`src/rtl/sc_reg_counter_pkg.sv`:
```
// Shared definitions for the multi-mode counter register.
// Holds the mode encodings and a constant clog2 helper.
package sc_reg_counter_pkg;

    localparam logic [2:0] MODE_HOLD = 3'b000;
    localparam logic [2:0] MODE_UP   = 3'b001;
    localparam logic [2:0] MODE_DOWN = 3'b010;
    localparam logic [2:0] MODE_SHL  = 3'b011;
    localparam logic [2:0] MODE_SHR  = 3'b100;

    function automatic int clog2(input int value);
        int result;
        int rest;
        result = 0;
        rest = value - 1;
        while (rest > 0) begin
            result = result + 1;
            rest = rest >> 1;
        end
        return result;
    endfunction

endpackage

```
`src/rtl/sc_reg_counter_multi_prescaler.sv`:
```
// Enable prescaler: emits a tick on every PRESCALE-th enabled cycle.
// Clear and reset both return the phase to zero.
module sc_prescaler_tick
    import sc_reg_counter_pkg::*;
#(
    parameter int PRESCALE = 1
) (
    input  logic clock,
    input  logic reset,
    input  logic clear,
    input  logic enable,
    output logic tick
);

    localparam int CW = (clog2(PRESCALE) < 1) ? 1 : clog2(PRESCALE);
    localparam logic [CW-1:0] LAST = CW'(PRESCALE - 1);

    logic [CW-1:0] count;

    assign tick = enable && (count == LAST);

    always_ff @(posedge clock) begin
        if (reset) begin
            count <= '0;
        end else if (clear) begin
            count <= '0;
        end else if (enable) begin
            count <= tick ? '0 : count + 1'b1;
        end
    end

endmodule

```
`src/rtl/sc_reg_counter_multi.sv`:
```
// Bounded up/down counter with load, clear, serial shift and prescaled
// stepping; used as score/position/timer register in game datapaths.
module sc_reg_counter_multi
    import sc_reg_counter_pkg::*;
#(
    parameter int RegCOUNTER_DATAWIDTH   = 8,
    parameter int RegCOUNTER_MAX_VALUE   = (2 ** RegCOUNTER_DATAWIDTH) - 1,
    parameter int RegCOUNTER_MIN_VALUE   = 0,
    parameter int RegCOUNTER_RESET_VALUE = 0,
    parameter int RegCOUNTER_SATURATE    = 0,
    parameter int RegCOUNTER_PRESCALE    = 1
) (
    input  logic                            SC_RegCOUNTER_CLOCK_50,
    input  logic                            SC_RegCOUNTER_RESET_InHigh,
    input  logic                            SC_RegCOUNTER_clear_InLow,
    input  logic                            SC_RegCOUNTER_load_InLow,
    input  logic                            SC_RegCOUNTER_enable_InHigh,
    input  logic [2:0]                      SC_RegCOUNTER_mode_InBUS,
    input  logic                            SC_RegCOUNTER_serial_InHigh,
    input  logic [RegCOUNTER_DATAWIDTH-1:0] SC_RegCOUNTER_data_InBUS,
    output logic [RegCOUNTER_DATAWIDTH-1:0] SC_RegCOUNTER_data_OutBUS,
    output logic                            SC_RegCOUNTER_terminal_OutHigh,
    output logic                            SC_RegCOUNTER_wrap_OutHigh
);

    localparam int W = RegCOUNTER_DATAWIDTH;
    localparam logic [W-1:0] MAXV = W'(RegCOUNTER_MAX_VALUE);
    localparam logic [W-1:0] MINV = W'(RegCOUNTER_MIN_VALUE);
    localparam logic [W-1:0] RSTV = W'(RegCOUNTER_RESET_VALUE);
    localparam bit SAT = (RegCOUNTER_SATURATE != 0);

    logic [W-1:0] regQ;
    logic [W-1:0] regNext;
    logic         wrapQ;
    logic         wrapNext;
    logic         stepMode;
    logic         preClear;
    logic         tick;

    assign stepMode = (SC_RegCOUNTER_mode_InBUS >= MODE_UP) &&
                      (SC_RegCOUNTER_mode_InBUS <= MODE_SHR);
    assign preClear = !SC_RegCOUNTER_clear_InLow ||
                      !SC_RegCOUNTER_load_InLow;

    sc_prescaler_tick #(
        .PRESCALE(RegCOUNTER_PRESCALE)
    ) prescaler (
        .clock (SC_RegCOUNTER_CLOCK_50),
        .reset (SC_RegCOUNTER_RESET_InHigh),
        .clear (preClear),
        .enable(SC_RegCOUNTER_enable_InHigh && stepMode),
        .tick  (tick)
    );

    always_comb begin
        regNext  = regQ;
        wrapNext = 1'b0;
        if (tick) begin
            case (SC_RegCOUNTER_mode_InBUS)
                MODE_UP: begin
                    if (regQ >= MAXV) begin
                        regNext  = SAT ? MAXV : MINV;
                        wrapNext = !SAT;
                    end else begin
                        regNext = regQ + 1'b1;
                    end
                end
                MODE_DOWN: begin
                    if (regQ <= MINV) begin
                        regNext  = SAT ? MINV : MAXV;
                        wrapNext = !SAT;
                    end else begin
                        regNext = regQ - 1'b1;
                    end
                end
                MODE_SHL: regNext = {regQ[W-2:0], SC_RegCOUNTER_serial_InHigh};
                MODE_SHR: regNext = {SC_RegCOUNTER_serial_InHigh, regQ[W-1:1]};
                default:  regNext = regQ;
            endcase
        end
    end

    always_ff @(posedge SC_RegCOUNTER_CLOCK_50) begin
        if (SC_RegCOUNTER_RESET_InHigh) begin
            regQ  <= RSTV;
            wrapQ <= 1'b0;
        end else if (!SC_RegCOUNTER_clear_InLow) begin
            regQ  <= RSTV;
            wrapQ <= 1'b0;
        end else if (!SC_RegCOUNTER_load_InLow) begin
            regQ  <= SC_RegCOUNTER_data_InBUS;
            wrapQ <= 1'b0;
        end else begin
            regQ  <= regNext;
            wrapQ <= wrapNext;
        end
    end

    assign SC_RegCOUNTER_data_OutBUS = regQ;
    assign SC_RegCOUNTER_wrap_OutHigh = wrapQ;
    assign SC_RegCOUNTER_terminal_OutHigh =
        ((SC_RegCOUNTER_mode_InBUS == MODE_UP) && (regQ >= MAXV)) ||
        ((SC_RegCOUNTER_mode_InBUS == MODE_DOWN) && (regQ <= MINV));

endmodule

```
`config.mk`:
```
export PLATFORM = sky130hd
export DESIGN_NAME = sc_reg_counter_multi
export DESIGN_NICKNAME = d
export VERILOG_FILES = /design/src/rtl/sc_reg_counter_pkg.sv /design/src/rtl/sc_reg_counter_multi_prescaler.sv /design/src/rtl/sc_reg_counter_multi.sv
export SDC_FILE = /design/constraint.sdc
export NUM_CORES = 1
export LEC_CHECK = 0
export ABC_AREA = 0
export BUFFER_PORTS_ARGS = -buffer_cell sky130_fd_sc_hd__buf_2
export CORE_MARGIN = 2
export CORE_UTILIZATION = 51
export CTS_BUF_LIST = sky130_fd_sc_hd__clkbuf_4 sky130_fd_sc_hd__clkbuf_8
export DETAILED_ROUTE_END_ITERATION = 16
export PLACE_DENSITY_LB_ADDON = 0.2
export SYNTH_ARGS = -nofsm -noshare
export SYNTH_HDL_FRONTEND = slang
export SYNTH_HIERARCHICAL = 1
export SYNTH_SLANG_ARGS = --single-unit
```
`constraint.sdc`:
```
create_clock -name SC_RegCOUNTER_CLOCK_50 -period 2.69 [get_ports SC_RegCOUNTER_CLOCK_50]
set_input_delay 0.1345 -clock SC_RegCOUNTER_CLOCK_50 [delete_from_list [all_inputs] [get_ports SC_RegCOUNTER_CLOCK_50]]
set_output_delay 0.1345 -clock SC_RegCOUNTER_CLOCK_50 [all_outputs]
set_load 0.005 [all_outputs]
```
# ---- After elaboration in Yosys (flattened, before gate mapping)
# Cells that the tools add are included.
dict set report op_classes {
  n_addsub 3
  n_lt_le_gt_ge 4
  n_eq_ne 6
  n_mux 9
  n_bitwise 4
  reduce_logical 13
}
# operator n
set ops {}
lappend ops {{two-way mux 8 bit} 4}
lappend ops {{case mux 8 bit (4 select lines)} 1}
lappend ops {{adder 8 x 1 -> 8 bit (second input constant)} 1}
lappend ops {{greater-or-equal comparator 8 bit (second input constant)} 1}
lappend ops {{<= comparator 8 x 1 -> 1 bit (second input constant)} 1}
lappend ops {{subtractor 8 x 1 -> 8 bit (second input constant)} 1}
lappend ops {{equality test 3 x 2 -> 1 bit (second input constant)} 2}
lappend ops {{logical AND 1 bit} 5}
lappend ops {{!= test 5 x 1 -> 1 bit (second input constant)} 1}
lappend ops {{NOT 1 bit} 4}
lappend ops {{OR reduction 2 bit} 2}
lappend ops {{OR reduction 4 bit} 1}
lappend ops {{equality test 3 x 1 -> 1 bit (second input constant)} 1}
lappend ops {{equality test 3 bit (second input constant)} 1}
lappend ops {{greater-or-equal comparator 3 x 1 -> 1 bit (second input constant)} 1}
lappend ops {{<= comparator 3 bit (second input constant)} 1}
lappend ops {{two-way mux 1 bit} 3}
lappend ops {{logical NOT 1 bit} 2}
lappend ops {{logical OR 1 bit} 2}
lappend ops {{!= test 2 x 1 -> 1 bit (second input constant)} 1}
lappend ops {{case mux 1 bit (2 select lines)} 1}
lappend ops {{AND reduction 2 bit} 1}
lappend ops {{adder 1 bit (second input constant)} 1}
dict set report totals {
  register_bits 10
  input_bits 17
  out_inout_bits 10
  wordCells 42
}

# ---- Logic depth before layout (Yosys ltp)
# Gate-level depths: netlist of run 1.
dict set report logic_depth {
  ltp_word 6
  mapped_depth 8
}

# ---- Hierarchy
# The synthesis of run 1 kept the hierarchy.
# module instances cells_each area_each_um2 seq_area_each_um2
set by_module_without_submodules {}
lappend by_module_without_submodules {sc_reg_counter_multi 1 145 1073.5 180.2}
lappend by_module_without_submodules {sc_prescaler_tick 1 3 41.3 20.0}

# ---- Least setup slack after synthesis of run 1
# No wires, ideal clock.
dict set report synth_timing {
  kind {reg-to-reg}
  from {register regQ[0] (netlist: SC_RegCOUNTER_data_OutBUS[0])}
  to {register regQ[6] (netlist: SC_RegCOUNTER_data_OutBUS[6])}
  setup_time_ns 0.070
  arrival_ns 1.797
  t_required_ns 2.620
  slack_ns 0.823
  path_stages_with_launch 9
  n_path_buf 1
  path_cell_list {dfxtp_1 clkbuf_1 inv_1 ha_1 nor3b_2 a21o_1 a21oi_1 or4b_1 a21oi_1}
}
dict set report synth_between {
  elab_chain_len 5
  elab_cells_between_ends 9
  cone_classes {2 x add/sub; 2 x order compare; 5 x mux}
}
# item line_no
set synth_lines {}
lappend synth_lines {{from (decl)} sc_reg_counter_multi.sv:32} ;# logic [W-1:0] regQ;
lappend synth_lines {{from (signal assigned)} sc_reg_counter_multi.sv:91} ;# regQ <= SC_RegCOUNTER_data_InBUS;
lappend synth_lines {{from (signal assigned)} sc_reg_counter_multi.sv:94} ;# regQ <= regNext;
lappend synth_lines {{subtractor 8 x 1 -> 8 bit, or another cell as far along} sc_reg_counter_multi.sv:73} ;# regNext = regQ - 1'b1;
lappend synth_lines {{two-way mux 8 bit (on tied branches)} {sc_reg_counter_multi.sv:69, sc_reg_counter_multi.sv:61}}
lappend synth_lines {{case mux 8 bit (4 select lines) (*)} sc_reg_counter_multi.sv:59} ;# case (SC_RegCOUNTER_mode_InBUS)
lappend synth_lines {{two-way mux 8 bit (*)} sc_reg_counter_multi.sv:58} ;# if (tick) begin
lappend synth_lines {{two-way mux 8 bit (*)} sc_reg_counter_multi.sv:90} ;# end else if (!SC_RegCOUNTER_load_InLow) begin
# Every way passes the cells marked *; elsewhere a longest branch is shown, timed or not. The select of a mux whose other input is x is not followed.
# A chain may end at the register's enable or synchronous reset.

# ---- Final worst setup path of run 1
dict set report layout_timing {
  from {register regQ[1] (netlist: SC_RegCOUNTER_data_OutBUS[1])}
  to {output port SC_RegCOUNTER_terminal_OutHigh}
}
dict set report layout_between {
  elab_chain_len 3
  elab_cells_between_ends 5
  cone_classes {2 x order compare; 3 x reduce/logical}
}
# item line_no
set layout_lines {}
lappend layout_lines {{greater-or-equal comparator 8 bit / <= comparator 8 x 1 -> 1 bit (equally long branches)} {sc_reg_counter_multi.sv:102, sc_reg_counter_multi.sv:103}}
lappend layout_lines {{logical AND 1 bit (on tied branches)} {sc_reg_counter_multi.sv:102, sc_reg_counter_multi.sv:103}}
lappend layout_lines {{logical OR 1 bit (*)} sc_reg_counter_multi.sv:102} ;# ((SC_RegCOUNTER_mode_InBUS == MODE_UP) && (regQ >= MAXV)) ||
lappend layout_lines {{to (decl)} sc_reg_counter_multi.sv:22} ;# output logic SC_RegCOUNTER_terminal_OutHigh,
# Every way passes the cells marked *; elsewhere a longest branch is shown, timed or not.

==> results of run 1 <==
==> through the flow <==
step / instances / cell area [µm²]
2_1_floorplan: 148 / 1110
3_3_place_gp: 188 / 1210
3_5_place_dp: 188 / 1210
4_1_cts: 192 / 1250
5_1_grt: 192 / 1250
6_report: 192 / 1250
==> sequential cells by signal, indices dropped and copies added, names as in the netlist <==
name	count
SC_RegCOUNTER_data_OutBUS	8
prescaler/count	1
SC_RegCOUNTER_wrap_OutHigh	1
==> cell usage in the layout (no fill, tap or decap), drive strengths merged, types with 2 or more instances in the layout <==
cell type	n
dfxtp	10
nor2	8
a211oi	2
nand2	11
ha	2
and3	4
nor4	4
a21o	3
nor3	2
nor2b	6
a32oi	3
xnor2	2
o311ai	2
a21oi	8
or2	2
inv	6
nand3	5
a2bb2oi	3
clkbuf	4
nor3b	4
a311oi	5
o221ai	3
nand3b	2
o21ai	8
buf	27
or4	2
nand2b	3
and2	2
a31oi	7
==> report_power, final <==
part | switching [µW] | internal, µW
Sequential | 16.3 | 153
Clock | 52.1 | 82.2
Combinational | 75.8 | 60.3
Total | 144 | 296
==> layer usage <==
layer  routed length, µm  vias up  GRT usage [%]
met5                   0        -              0
met4                  61        0           12.2
met3                 310        7           2.08
met2                1420       78           43.0
met1                1350      588           36.3
li1                    -      611              -
==> cell type report <==
type | count | area, µm² | share of cell area, %
Timing Repair Buffer | 27 | 138 | 11.0
Sequential cell | 10 | 200 | 16.0
Clock buffer | 4 | 36.3 | 2.91
Tap cell | 27 | 33.8 | 2.71
Inverter | 6 | 22.5 | 1.81
Multi-Input combinational cell | 118 | 817 | 65.5
==> kinds of logic after synthesis <==
group	share of synthesized area [%]
adder cells (fa/ha/maj)	2.24
AND/OR/NAND/NOR	32.9
flip-flops	18.0
XOR/XNOR	2.36
AO/OA/AOI/OAI	35.8
buffers and inverters	8.75
==> worst paths after layout <==
kind | startpoint | end | slack [ns] | depth (start not counted)
max | SC_RegCOUNTER_data_OutBUS[1]$_SDFFE_PP0P_ | SC_RegCOUNTER_terminal_OutHigh | 0.63 | 6
min | SC_RegCOUNTER_RESET_InHigh | prescaler/count$_SDFFE_PP0P_ | 0.08 | 2
min reg2reg | prescaler/count$_SDFFE_PP0P_ | prescaler/count$_SDFFE_PP0P_ | 0.50 | 1
max reg2reg | SC_RegCOUNTER_data_OutBUS[1]$_SDFFE_PP0P_ | SC_RegCOUNTER_data_OutBUS[6]$_SDFFE_PP0P_ | 0.66 | 7
==> flow_summary.toml, run 1 <==
[global_routing]
track_usage_pct = 26.7
grt_pass1_vias = 1173
overflow = 0
grt_pass1_wl_um = 5310
grt_max_degree = 18
antenna_found_initial = 0

[clocking]
cts.path.max_buffers = 2
ctsResizeCount = 0
path_clk_slew_ns = 0.07
ctsHoldBuffers = 0
cts.sink_count = 10
cts_tree = "yes"
clk_latency_ns = 0.27
numCtsBuffers = 3
cts-root-buf = "clkbuf_4"
htreeDepth = 1
post_cts_buffers = 0

[timing]
slew-limit-headroom_pct = 65.9
drv_slew = 0
fin_hold_ws_ns = 0.0758
post-route-period-util_pct = 76.6
rsz0062_at_grt = "false"
finalSetupViolCount = 0
worst_pin_slew_ns = 0.511
finalHoldViolCount = 0
min_period_ns = 2.06
setup_ws_ns = 0.630
skew_ns = 0.00350
tns_ns = 0
fmax_mhz = 485

[routing]
wl_um = 3150
num_vias = 1284
drc = 0
detail_route.wl_per_cell_um = 16.4
antenna_left = 0
via_per_inst = 6.69
initialDrtViolationCount = 77
firstDrtPassIters = 4

[job]
drv_cap = 0

[setup_path]
worst_setup_path_end_kind = "output port"
critPathArrivalTime_ns = 1.93
crit_buf_inv = 2
max_stage_delay_ns = 0.41
cp-start-kind = "flop"
cp_slowest_cell = "dfxtp_1"
critPathMaxFanout = 10
critPathTopFamily = "simple AND/OR/NAND/NOR gates"
cp.required_ns = 2.56
path_class = "flop to output port"
path_cells = "inv_1 -> ha_1 -> nor3b_2 -> and3_1 -> a41o_1 -> buf_2"

[floorplan]
die_h_um = 50.8
core-area_um2 = 2000
die_area_um2 = 2580
io_pins = 27
rows = 16
die_x_um = 50.8
start_util_pct = 55.7

[cells_and_area]
area_delta_synth_final_pct = 11.9
final.fill_count = 192
nNetsFinal = 185
drive_above_1_share_pct = 24.8
final_util_pct = 62.3
insertedDiodeCount = 0

[power]
worst_ir_drop_vdd_mv = 0.332
p_per_area_nw_per_um2 = 353
p_leak_uw = 0.000500
finalPower_uw = 440

[logic_synthesis]
syn_avg_cell_area_um2 = 7.53
synth_warnings = 6
yosys.cell_count.top_type = "nand2_1"
ys.flop_type = "dfxtp_1"
async_reset_ff_share_pct = 0
yosysTopAreaCell = "dfxtp_1"
syn_inst = 148
netlist.area_leader.share_pct = 18.0
synth_edf_count = 0
ys_seq_elements = 10
netlist_top_cells_area = "dfxtp_1 18%, a311oi_1 3.9%, a31oi_1 3.9%, nand2_1 3.7%, a21oi_1 3.6%"
syn-num-nets = 167
synth_commonest_cells = "11 x nand2_1, 10 x dfxtp_1, 8 x a21oi_1, 8 x nor2_1, 8 x o21ai_0"
syn_area_um2 = 1110
synth_cell_types = 54
ys_seq_area_share_pct = 18.0

[place]
gp_congestion = 0.904
io_buffers = 26
dp_slack_ns = 0.565
dp_hpwl_um = 2360

[hold_path]
min_path_type = "input port to flop"

[status]
status = "complete, no violations"
Power figures use the tool's default switching activity.
==> inputs of run 2 (changes only) <==
- clock period: 2.69 -> 2 ns (I/O delays scaled with it)
==> run 2 against run 1 <==
  * Core utilization rose by 6.2 points
  * Sequential share of layout area shrank 1.3 points
  * Clock-buffer cell count is the same
  * Register-to-register slack got worse by 0.53 ns
  * Clock power up 42%
  * Setup slack got worse by 0.50 ns
  * First-iteration DRC count grew 45%
  * Largest power group unchanged
==> flow_summary.toml, run 2 (synthesized netlist as in run 1, its figures left out) <==
[clocking]
clk_latency_ns = 0.28
post_cts_buffers = 0
htreeDepth = 1
cts.path.max_buffers = 2
cts-root-buf = "clkbuf_4"
cts_tree = "yes"
path_clk_slew_ns = 0.07
cts.sink_count = 10
numCtsBuffers = 3

[setup_path]
critPathMaxFanout = 5
max_stage_delay_ns = 0.50
rrSetupSlack_ns = 0.13
worst_setup_path_end_kind = "flop"
critPathArrivalTime_ns = 2.09
cp.required_ns = 2.22
path_cells = "ha_1 -> and3_2 -> and2_1 -> o21ai_0 -> or4b_1 -> a21oi_2"
cp_slowest_cell = "or4b_1"
cp-start-kind = "flop"
path_class = "flop to flop"

[cells_and_area]
final_common_cell = "buf_2"
insertedDiodeCount = 0
mostFrequentLayoutCells = "26 x buf_2, 14 x buf_4, 11 x nand2_1"
nNetsFinal = 198
final.fill_count = 164
largest_reg_flops = 8
area_delta_synth_final_pct = 23.0
drive_above_1_share_pct = 33.7

[hold_path]
min_path_type = "input port to flop"

[routing]
drc = 0
wl_um = 3460
initialDrtViolationCount = 112
detail_route.wl_per_cell_um = 16.9
via_per_inst = 6.86
antenna_left = 0
num_vias = 1406
firstDrtPassIters = 4

[timing]
tns_ns = 0
slew-limit-headroom_pct = 66.3
post-route-period-util_pct = 93.7
skew_ns = 0.00664
min_period_ns = 1.87
finalHoldViolCount = 0
fmax_mhz = 533
rsz0062_at_grt = "false"
drv_slew = 0
finalSetupViolCount = 0
worst_pin_slew_ns = 0.501

[floorplan]
core-area_um2 = 2000
io_pins = 27
die_area_um2 = 2580
rows = 16
die_x_um = 50.8
die_h_um = 50.8
start_util_pct = 55.7

[place]
io_buffers = 26
gp_congestion = 0.972
dp_hpwl_um = 2590

[global_routing]
track_usage_pct = 28.3
overflow = 0
grt_pass1_vias = 1183
grt_pass1_wl_um = 5620
antenna_found_initial = 0
grt_max_degree = 17

[power]
worst_ir_drop_vdd_mv = 0.508
p_per_area_nw_per_um2 = 461
p_leak_uw = 0.000571
finalPower_uw = 632

[job]
drv_cap = 0

[status]
status = "complete, no violations"
-- run 2: cell types whose count changed in the layout (fill, tap and decap cells not counted), moves of 2 or more --
cell	previous run	this run
buf_4	1	14
dfxtp_1	10	8
dfxtp_2	0	2
inv_1	6	4
inv_2	0	2
-- run 2: stage by stage --
stage                     util, %  setup slack (ns)  cells  area, µm²  hold WS, ns
after global placement       65.4             0.155    201       1310        0.310
final                        68.5             0.125    205       1370       0.0179
after global routing         68.5            0.0212    205       1370       0.0302
after floorplan                 -             0.133    148       1110        0.173
after detailed placement     65.4             0.119    201       1310        0.314
after CTS                    67.2            0.0869    205       1350       0.0226
-- run 2: final timing paths --
| check | startpoint | end | cells past startpoint |
|---|---|---|---|
| max | SC_RegCOUNTER_data_OutBUS[0]$_SDFFE_PP0P_ | SC_RegCOUNTER_data_OutBUS[6]$_SDFFE_PP0P_ | 6 |
| max reg2reg | SC_RegCOUNTER_data_OutBUS[0]$_SDFFE_PP0P_ | SC_RegCOUNTER_data_OutBUS[6]$_SDFFE_PP0P_ | 6 |
| min | SC_RegCOUNTER_RESET_InHigh | prescaler/count$_SDFFE_PP0P_ | 2 |
| min reg2reg | prescaler/count$_SDFFE_PP0P_ | prescaler/count$_SDFFE_PP0P_ | 1 |
-- run 2: power breakdown --
| group | switching [µW] | leakage (µW) | total, µW | internal (µW) |
|---|---|---|---|---|
| Sequential | 14.7 | 0.0000822 | 221 | 206 |
| Combinational | 121 | 0.000468 | 221 | 101 |
| Clock | 79.2 | 0.0000210 | 190 | 111 |
| Total | 215 | 0.000571 | 632 | 418 |
-- run 2: critical path: cells and delay by family, from the launching register on --
kind,cells,cell delay (ns)
AOI/OAI and AO/OA,2,0.34
adders and majority gates,1,0.23
DFF,1,0.34
and+or+nand+nor,3,0.91
-- run 2: final cells by class --
| type | instances | area, µm² | share of cell area [%] |
|---|---|---|---|
| Sequential cell | 10 | 203 | 14.8 |
| Inverter | 6 | 22.5 | 1.64 |
| Timing Repair Buffer | 40 | 235 | 17.2 |
| Clock buffer | 4 | 36.3 | 2.65 |
| Tap cell | 27 | 33.8 | 2.46 |
| Multi-Input combinational cell | 118 | 841 | 61.3 |
-- run 2: layer usage --
metal	vias up	track usage [%]	routed length, µm
met5	-	0	0
met4	0	9.91	123
met3	17	3.57	414
met2	113	45.8	1560
met1	635	38.3	1360
li1	641	-	-
-- run 2: what timing repair did --
item	CTS	global route
endpoints found under the setup margin	0	3
hold buffers	0	0
resized for setup	0	9
endpoints found under the hold margin	0	0
==> inputs of run 3 (changes only) <==
- GPL_TIMING_DRIVEN: default -> 0
==> run 3 against run 2 <==
  * Hold slack better by 0.022 ns
  * Non-clock buffer count grew 2
  * Global-route usage shrank 0.68 points
  * Via count is 4.3% lower
  * Clock skew is 0.0056 ns lower
  * Wire length shrank 4.1%
  * Total power down 8.4%
  * Combinational power is 4% higher
  * Clock power decreased by 28%
  * Critical path type is now input port to flop
  * Critical endpoint unchanged
  * Highest routed layer unchanged
==> flow_summary.toml, run 3 (synthesized netlist as in run 1, its figures left out) <==
[hold_path]
min_path_type = "input port to flop"
hold_path_end = "prescaler/count$_SDFFE_PP0P_"
holdPathStages = 2
holdCritStartpoint = "SC_RegCOUNTER_RESET_InHigh"

[clocking]
cts-root-buf = "clkbuf_4"
cts_tree = "yes"
numCtsBuffers = 3
cts.path.max_buffers = 2
htreeDepth = 1
path_clk_slew_ns = 0.06
clk_latency_ns = 0.27
cts.sink_count = 10
ctsHoldBuffers = 0

[cells_and_area]
layout.cells.non_filler = 206
area_delta_synth_final_pct = 22.9
insertedDiodeCount = 0
final_common_cell = "buf_2"
drive_above_1_share_pct = 32.4
nNetsFinal = 200
mostFrequentLayoutCells = "30 x buf_2, 11 x nand2_1, 8 x dfxtp_1, 8 x nor2_1"
final.fill_count = 172
largest_reg_flops = 8

[routing]
num_vias = 1345
firstDrtPassIters = 5
antenna_left = 0
via_per_inst = 6.53
wl_um = 3320
detail_route.wl_per_cell_um = 16.1
drc = 0
initialDrtViolationCount = 71

[global_routing]
antenna_found_initial = 0
grt_pass1_wl_um = 5480
grt_pass1_vias = 1204
track_usage_pct = 27.6
grt_max_degree = 11
overflow = 0

[setup_path]
ff2ff_path_depth = 8
cp-start-kind = "input port"
rrSetupSlack_ns = 0.06
r2r-start = "SC_RegCOUNTER_data_OutBUS[0]$_SDFFE_PP0P_"
path_class = "input port to flop"
cp.required_ns = 2.20
r2r_end = "SC_RegCOUNTER_data_OutBUS[6]$_SDFFE_PP0P_"
worst_setup_path_end_kind = "flop"
critPathArrivalTime_ns = 2.15
critPathMaxFanout = 10

[timing]
fin_hold_ws_ns = 0.0396
fmax_mhz = 513
finalSetupViolCount = 0
post-route-period-util_pct = 97.5
slew-limit-headroom_pct = 68.8
min_period_ns = 1.95
finalHoldViolCount = 0
setup_ws_ns = 0.0510
skew_ns = 0.00105
drv_slew = 0
worst_pin_slew_ns = 0.468

[power]
worst_ir_drop_vdd_mv = 0.469
p_leak_uw = 0.000565
p_per_area_nw_per_um2 = 423
finalPower_uw = 579

[job]
drv_cap = 0

[floorplan]
die_area_um2 = 2580
die_h_um = 50.8
io_pins = 27
rows = 16
start_util_pct = 55.7
core-area_um2 = 2000
die_x_um = 50.8

[status]
status = "complete, no violations"

[place]
dp_slack_ns = -0.362
gp_congestion = 0.961
dp_hpwl_um = 2530
place_inst = 200
io_buffers = 25
run 3: per-stage QoR:
step | utilization (%) | TNS, ns | area [µm²]
finish | 68.4 | 0 | 1370
global route | 68.4 | -0.0455 | 1370
CTS | 65.5 | 0 | 1310
detailed placement | 63.6 | -1.08 | 1270
global placement | 63.6 | -0.999 | 1270
floorplan | - | 0 | 1110
run 3: how the worst max path moves through the flow:
stage	startpoint	end	cells past startpoint
6_report	SC_RegCOUNTER_mode_InBUS[2]	SC_RegCOUNTER_data_OutBUS[6]$_SDFFE_PP0P_	8
5_1_grt	SC_RegCOUNTER_mode_InBUS[2]	SC_RegCOUNTER_data_OutBUS[6]$_SDFFE_PP0P_	8
4_1_cts	SC_RegCOUNTER_data_OutBUS[0]$_SDFFE_PP0P_	SC_RegCOUNTER_data_OutBUS[6]$_SDFFE_PP0P_	8
3_5_place_dp	SC_RegCOUNTER_mode_InBUS[1]	SC_RegCOUNTER_data_OutBUS[1]$_SDFFE_PP0P_	8
3_3_place_gp	SC_RegCOUNTER_mode_InBUS[1]	SC_RegCOUNTER_data_OutBUS[1]$_SDFFE_PP0P_	8
2_1_floorplan	SC_RegCOUNTER_data_OutBUS[0]$_SDFFE_PP0P_	SC_RegCOUNTER_data_OutBUS[6]$_SDFFE_PP0P_	8
run 3: area by class of cell:
cell class              count  area, µm²  area share [%]
multi-input cells         118        853            62.3
flip-flops and latches     10        203            14.8
repair buffers             29        155            11.3
plain buffers              13       77.6            5.66
well taps                  27       33.8            2.47
inverters                   6       25.0            1.83
clock buffers               3       22.5            1.64
run 3: worst max-delay path: stages:
cell      delay [ns]
buf_2           0.09
clkbuf_1        0.34
or3_1           0.24
and3_1          0.22
nor2b_1         0.33
nand2_1         0.17
or4b_1          0.53
a21oi_2         0.14
run 3: power breakdown:
group          leakage (µW)  switching, µW  internal, µW
clock             0.0000138           67.7          69.6
combinational      0.000469            128           100
sequential        0.0000822           7.26           206
total              0.000565            203           376
run 3: routing by layer:
layer	wire (µm)	global-route usage, %	vias to the layer above
met5	0	0	-
met1	1450	38.1	614
met3	320	1.19	9
li1	-	-	636
met4	72	11.7	0
met2	1470	44.7	86
run 3: what timing repair did:
action / CTS / global route
pin swaps: 1 / 3
resized for setup: 7 / 10
buffers inserted: 1 / 3
setup endpoints to repair: 6 / 6
